==> src/rtl/regfile_pkg.sv <==
// Shared constants and helpers for the multi-port register file.
//   DEF_DATA_W / DEF_NUM_REGS : default geometry
//   ZERO_IDX                  : index of the hard-wired zero register
//   reg_addr_t                : wide enough to hold any index and NUM_REGS itself (<= 64)
//   clog2()                   : ceiling log2, used to derive address width
package regfile_pkg;

  localparam int DEF_DATA_W   = 32;
  localparam int DEF_NUM_REGS = 32;
  localparam int ZERO_IDX     = 0;

  typedef logic [6:0] reg_addr_t;

  function automatic int clog2(input int n);
    int r;
    r = 0;
    for (int unsigned i = 0; i < 31; i++) begin
      if ((1 << i) < n) r = int'(i) + 1;
    end
    return r;
  endfunction

endpackage

==> src/rtl/regfile_scoreboard.sv <==
// Busy scoreboard for the register file.
//   clk_i, rst_ni : clock, asynchronous active-low reset
//   wr_acc_i      : per-port "write accepted" (already range/zero/reset qualified)
//   wr_addr_i     : write addresses, port j at slice j
//   sb_set_i      : mark sb_addr_i pending
//   sb_addr_i     : register to mark
//   busy_o        : busy bit per register
//   sb_err_o      : registered pulse, set issued to a register already pending
//   busy_cnt_o    : registered population count of busy_o
module regfile_scoreboard
  import regfile_pkg::*;
#(
  parameter int NUM_REGS = DEF_NUM_REGS,
  parameter int NUM_WR   = 2,
  parameter int ZERO_REG = 1,
  parameter int AW       = clog2(NUM_REGS)
) (
  input  logic                 clk_i,
  input  logic                 rst_ni,
  input  logic [NUM_WR-1:0]    wr_acc_i,
  input  logic [NUM_WR*AW-1:0] wr_addr_i,
  input  logic                 sb_set_i,
  input  logic [AW-1:0]        sb_addr_i,
  output logic [NUM_REGS-1:0]  busy_o,
  output logic                 sb_err_o,
  output logic [AW:0]          busy_cnt_o
);

  logic [NUM_REGS-1:0] busy_q, busy_d;
  logic                sb_err_q, sb_err_d;
  logic [AW:0]         busy_cnt_q, busy_cnt_d;
  logic                sb_ok;
  logic                sb_hit_wr;

  always_comb begin
    sb_ok = sb_set_i
         && (reg_addr_t'(sb_addr_i) < reg_addr_t'(NUM_REGS))
         && !(ZERO_REG != 0 && reg_addr_t'(sb_addr_i) == reg_addr_t'(ZERO_IDX));

    busy_d    = busy_q;
    sb_hit_wr = 1'b0;
    for (int unsigned j = 0; j < NUM_WR; j++) begin
      if (wr_acc_i[j]) begin
        busy_d[wr_addr_i[j*AW +: AW]] = 1'b0;
        if (wr_addr_i[j*AW +: AW] == sb_addr_i) sb_hit_wr = 1'b1;
      end
    end
    // Set applied after clears: a same-cycle issue is younger than the retiring write.
    if (sb_ok) busy_d[sb_addr_i] = 1'b1;

    sb_err_d = sb_ok && busy_q[sb_addr_i] && !sb_hit_wr;

    busy_cnt_d = '0;
    for (int unsigned r = 0; r < NUM_REGS; r++) begin
      busy_cnt_d = busy_cnt_d + {{AW{1'b0}}, busy_d[r]};
    end
  end

  always_ff @(posedge clk_i or negedge rst_ni) begin
    if (!rst_ni) begin
      busy_q     <= '0;
      sb_err_q   <= 1'b0;
      busy_cnt_q <= '0;
    end else begin
      busy_q     <= busy_d;
      sb_err_q   <= sb_err_d;
      busy_cnt_q <= busy_cnt_d;
    end
  end

  assign busy_o     = busy_q;
  assign sb_err_o   = sb_err_q;
  assign busy_cnt_o = busy_cnt_q;

endmodule

==> src/rtl/regfile_mp.sv <==
// Parametrised multi-port register file with optional write bypass and busy scoreboard.
//   clk, reset : clock, asynchronous active-low reset
//   rd_addr    : NUM_RD read addresses          rd_data : combinational read data
//   rd_busy    : read register has pending write (masked when forwarded)
//   wr_en/wr_addr/wr_data : NUM_WR write ports, higher index wins
//   sb_set/sb_addr : mark register pending      sb_err : set hit busy register
//   busy_cnt   : number of pending registers
module regfile_mp
  import regfile_pkg::*;
#(
  parameter int DATA_W   = DEF_DATA_W,
  parameter int NUM_REGS = DEF_NUM_REGS,
  parameter int NUM_RD   = 2,
  parameter int NUM_WR   = 2,
  parameter int BYPASS   = 1,
  parameter int ZERO_REG = 1,
  localparam int AW      = clog2(NUM_REGS)
) (
  input  logic                     clk,
  input  logic                     reset,
  input  logic [NUM_RD*AW-1:0]     rd_addr,
  output logic [NUM_RD*DATA_W-1:0] rd_data,
  output logic [NUM_RD-1:0]        rd_busy,
  input  logic [NUM_WR-1:0]        wr_en,
  input  logic [NUM_WR*AW-1:0]     wr_addr,
  input  logic [NUM_WR*DATA_W-1:0] wr_data,
  input  logic                     sb_set,
  input  logic [AW-1:0]            sb_addr,
  output logic                     sb_err,
  output logic [AW:0]              busy_cnt
);

  function automatic logic addr_ok(input logic [AW-1:0] a);
    return (reg_addr_t'(a) < reg_addr_t'(NUM_REGS))
        && !(ZERO_REG != 0 && reg_addr_t'(a) == reg_addr_t'(ZERO_IDX));
  endfunction

  logic [DATA_W-1:0]   mem_q [NUM_REGS];
  logic [NUM_WR-1:0]   wr_acc;
  logic [NUM_REGS-1:0] busy;

  // Qualifying with reset keeps the bypass path quiet so reads show the zeroed array.
  always_comb begin
    wr_acc = '0;
    for (int unsigned j = 0; j < NUM_WR; j++) begin
      wr_acc[j] = reset && wr_en[j] && addr_ok(wr_addr[j*AW +: AW]);
    end
  end

  always_ff @(posedge clk or negedge reset) begin
    if (!reset) begin
      for (int unsigned r = 0; r < NUM_REGS; r++) mem_q[r] <= '0;
    end else begin
      // Ascending order: the last assignment (highest port) takes effect.
      for (int unsigned j = 0; j < NUM_WR; j++) begin
        if (wr_acc[j]) mem_q[wr_addr[j*AW +: AW]] <= wr_data[j*DATA_W +: DATA_W];
      end
    end
  end

  always_comb begin
    logic [AW-1:0] a;
    logic          fwd;
    rd_data = '0;
    rd_busy = '0;
    for (int unsigned i = 0; i < NUM_RD; i++) begin
      a   = rd_addr[i*AW +: AW];
      fwd = 1'b0;
      if (addr_ok(a)) begin
        rd_data[i*DATA_W +: DATA_W] = mem_q[a];
        if (BYPASS != 0) begin
          for (int unsigned j = 0; j < NUM_WR; j++) begin
            if (wr_acc[j] && wr_addr[j*AW +: AW] == a) begin
              rd_data[i*DATA_W +: DATA_W] = wr_data[j*DATA_W +: DATA_W];
              fwd = 1'b1;
            end
          end
        end
        rd_busy[i] = busy[a] && !fwd;
      end
    end
  end

  regfile_scoreboard #(
    .NUM_REGS (NUM_REGS),
    .NUM_WR   (NUM_WR),
    .ZERO_REG (ZERO_REG),
    .AW       (AW)
  ) u_sb (
    .clk_i      (clk),
    .rst_ni     (reset),
    .wr_acc_i   (wr_acc),
    .wr_addr_i  (wr_addr),
    .sb_set_i   (sb_set),
    .sb_addr_i  (sb_addr),
    .busy_o     (busy),
    .sb_err_o   (sb_err),
    .busy_cnt_o (busy_cnt)
  );

endmodule

==> config.mk <==
export PLATFORM = sky130hd
export DESIGN_NAME = regfile_mp
export DESIGN_NICKNAME = d
export VERILOG_FILES = /design/src/rtl/regfile_pkg.sv /design/src/rtl/regfile_scoreboard.sv /design/src/rtl/regfile_mp.sv
export SDC_FILE = /design/constraint.sdc
export NUM_CORES = 2
export LEC_CHECK = 0
export BUFFER_PORTS_ARGS = -buffer_cell sky130_fd_sc_hd__buf_2
export CAP_MARGIN = 15
export CORE_UTILIZATION = 40
export DETAILED_ROUTE_END_ITERATION = 16
export GPL_ROUTABILITY_DRIVEN = 0
export SYNTH_ARGS = -nofsm -noshare
export SYNTH_HDL_FRONTEND = slang
export SYNTH_SLANG_ARGS = --single-unit
==> constraint.sdc <==
create_clock -name clk -period 6.1 [get_ports clk]
set_input_delay 0.61 -clock clk [delete_from_list [all_inputs] [get_ports clk]]
set_output_delay 0.61 -clock clk [all_outputs]
set_load 0.1 [all_outputs]
==> flow_summary.ini <==
[route]
viasPerCell = 6.48
wl_per_cell_um = 32.3
postRouteAntennaNets = 0
vias = 58100
dr.first_iter.drc_count = 7420
wl_mm = 290
drtPass1Iterations = 6
drc = 0

[final_layout]
final_area_um2 = 74800
drive_above_1_share = 0.170
fin_nets = 6768
fin_cells = 8973
postLayoutCoreUtil = 0.440
area_growth_pct = 8.91

[power_and_ir_drop]
total_power_mw = 26.3
peakVddDrop_uv = 1090
power-per-cell-area_nw_per_um2 = 352
p_leak_nw = 34.5

[synthesis]
synthCells = 6982
ys_seq_area_frac = 0.387
synth_flop_cell = dfrtp_1
yosys_warnings = 0
netlist_area_um2 = 68700
async_flop_share = 1.00
synth-edff-count = 0
syn-num-nets = 7108
synth.distinct_cells = 66
syn_area_per_cell_um2 = 9.84
ys_ff_latch = 1063

[floorplanning]
core-area_um2 = 170000
num_rows = 151
initial_core_util = 0.404
die_h_um = 416
io_pins = 167
dieArea_um2 = 173000
die_w_um = 416

[clock_network]
cts_tree = done
cts_made_buffers = 121
cts_setup_buffers = 0
clk_latency_ns = 0.77
h-tree-depth = 3
cts_sinks = 1063
cts_buffer_depth = 3
root_buffer = clkbuf_16
path_clk_slew_ns = 0.07

[setup_path]
path_cells = dlymetal6s4s_1 > buf_8 > and2_1 > and4_1 > nand2_4 > a32o_1 > inv_1 > fa_1 > fa_1 > inv_1 > fa_1 > fa_1 > inv_1 > fa_1 > fa_1 > fa_1 > inv_1 > fa_1 > a21o_1 > a21oi_2 > xnor2_1
cp_data_required_time_ns = 6.79
timing.rr.start = u_sb.busy_o[1]$_DFF_PN0_
worstPathArrival_ns = 6.19
max_stage_delay_ns = 0.56
crit_fanout = 6
endpoint = u_sb.busy_cnt_o[4]$_DFF_PN0_
critPathCaptureType = flop
critPathSlowestCell = fa_1
crit_path_start = reset
r2r-end = u_sb.busy_cnt_o[4]$_DFF_PN0_
reg2reg_depth = 15
crit_type = primary input to flop
rrSetupSlack_ns = 0.95
critPathLaunchType = primary input
crit_top_cell = fa_1

[sta]
rsz0062_at_grt = false
worstMarginPinSlew_ns = 1.35
hold_viol = 0
period_share = 0.903
finalClockSkew_ns = 0.0129
finalSetupViolCount = 0
setup_slack_ns = 0.593
max_freq_ghz = 0.182
setup_tns_ns = 0
slew_violations = 0
max_slew_margin = 0.0959
hold_slack_ns = 0.163
fin_crit_ns = 5.51

[outcome]
outcome = complete, no violations

[global_route]
grt_pass1_wl_mm = 413
overflow = 0
track_usage = 0.329
antenna_found_initial = 24
grt_max_degree = 150
grt_pass1_vias = 56100

[place]
dp.cells = 8736
hpwl_mm = 159
numPortBuffers = 166
dpl-instance-area_um2 = 70700
pre_cts_ws_ns = -0.0294

[run]
maxCapViolCount = 0

[min_path]
min_path_type = primary input to flop
[cells in the mapped netlist, drive strengths merged (7+ instances only)]
| library cell | number | area share |
|---|---|---|
| a32o | 11 | 0.0016 |
| a21oi | 580 | 0.042 |
| dfrtp | 1063 | 0.39 |
| o21ai | 526 | 0.038 |
| nor3 | 10 | 0.0011 |
| xor2 | 19 | 0.0024 |
| nor3b | 9 | 0.0012 |
| buf | 327 | 0.030 |
| nand2b | 7 | 0.00064 |
| nand2 | 909 | 0.050 |
| a31oi | 190 | 0.017 |
| a211oi | 8 | 0.0010 |
| mux2i | 1145 | 0.17 |
| inv | 73 | 0.0040 |
| nand3 | 9 | 0.00066 |
| a22o | 66 | 0.0084 |
| fa | 24 | 0.0070 |
| nor2 | 671 | 0.037 |
| clkbuf | 530 | 0.030 |
| mux4 | 334 | 0.11 |
| nor2b | 9 | 0.00082 |
| o221ai | 188 | 0.027 |
| xnor2 | 14 | 0.0018 |
| nor4 | 9 | 0.00082 |
| mux2 | 96 | 0.016 |
| a221oi | 62 | 0.0079 |
| and2 | 10 | 0.00091 |
| o22ai | 10 | 0.00091 |
| ha | 8 | 0.0015 |
[power by group]
group | leakage, nW | total (mW) | internal [mW] | switching, mW
clock | 2.02 | 7.65 | 4.34 | 3.31
combinational | 19.0 | 8.56 | 3.93 | 4.63
sequential | 13.4 | 10.1 | 8.79 | 1.31
total | 34.5 | 26.3 | 17.1 | 9.25
[routing by layer]
layer	vias to the layer above	track usage	part of all wire
li1	24500	-	-
met1	28500	0.411	0.37
met2	3971	0.498	0.44
met3	1120	0.0848	0.11
met4	22	0.223	0.079
met5	-	0	0.00062
[registers in the layout, indices dropped and copies added (netlist names)]
register         cells
mem_q             1024
u_sb.busy_o         32
u_sb.busy_cnt_o      6
u_sb.sb_err_o        1
[cell type report]
type	instances	area, µm²
Clock inverter	36	418
Antenna cell	9	22.5
Timing Repair Buffer	394	2780
Sequential cell	1063	26600
Fill cell	16000	95200
Clock buffer	191	3680
Multi-Input combinational cell	4987	38300
Inverter	75	282
Tap cell	2218	2780
[kinds of logic after synthesis]
group | count (synthesis) | synth area share
and+or+nand+nor | 1682 | 0.0971
AOI/OAI and AO/OA | 1665 | 0.148
muxes | 1575 | 0.292
DFF | 1063 | 0.387
buffers and inverters | 932 | 0.0633
xor gates and xnor gates | 33 | 0.00421
adders and majority gates | 32 | 0.00845
[how the worst min path moves through the flow]
stage | startpoint | end | slack [ns] | cells past startpoint
4_1_cts | sb_set | u_sb.sb_err_o$_DFF_PN0_ | 0.13 | 2
2_1_floorplan | reset | mem_q[0]$_DFF_PN0_ | 0.31 | 0
3_5_place_dp | mem_q[1011]$_DFF_PN0_ | mem_q[1011]$_DFF_PN0_ | 0.38 | 0
6_report | sb_set | u_sb.sb_err_o$_DFF_PN0_ | 0.16 | 2
3_3_place_gp | mem_q[992]$_DFF_PN0_ | mem_q[992]$_DFF_PN0_ | 0.38 | 0
5_1_grt | sb_set | u_sb.sb_err_o$_DFF_PN0_ | 0.17 | 2
[timing repair]
item	4_1_cts	5_1_grt
hold buffers	1	0
hold endpoints to repair	35	0
setup endpoints to repair	0	1
gates resized for setup	0	2
[critical path: cells and delay by family]
kind	cells	cell delay [ns]
AO/OA/AOI/OAI	3	0.63
XOR/XNOR	1	0.12
adder cells (fa/ha/maj)	8	3.59
buffers and inverters	6	0.61
AND/OR/NAND/NOR	3	0.61
[placed cells by master (no fill, tap or decap), types with 11 or more instances in the layout]
| master | count |
|---|---|
| a31oi_1 | 190 |
| o21ai_1 | 82 |
| o221ai_1 | 153 |
| buf_4 | 216 |
| buf_2 | 157 |
| a22o_1 | 66 |
| clkbuf_1 | 31 |
| o21ai_0 | 444 |
| o221ai_2 | 35 |
| a221oi_1 | 62 |
| mux4_2 | 334 |
| mux2_2 | 94 |
| mux2i_1 | 1145 |
| fa_1 | 24 |
| inv_1 | 73 |
| nand2_4 | 33 |
| a32o_1 | 11 |
| nor2_1 | 648 |
| a21oi_1 | 578 |
| nor2_4 | 21 |
| dfrtp_1 | 1063 |
| clkinv_2 | 21 |
| buf_12 | 13 |
| xnor2_1 | 14 |
| nand2_1 | 875 |
| clkbuf_8 | 39 |
| clkbuf_16 | 121 |
| xor2_1 | 19 |
Note: power is estimated with default switching activity, not from simulation.
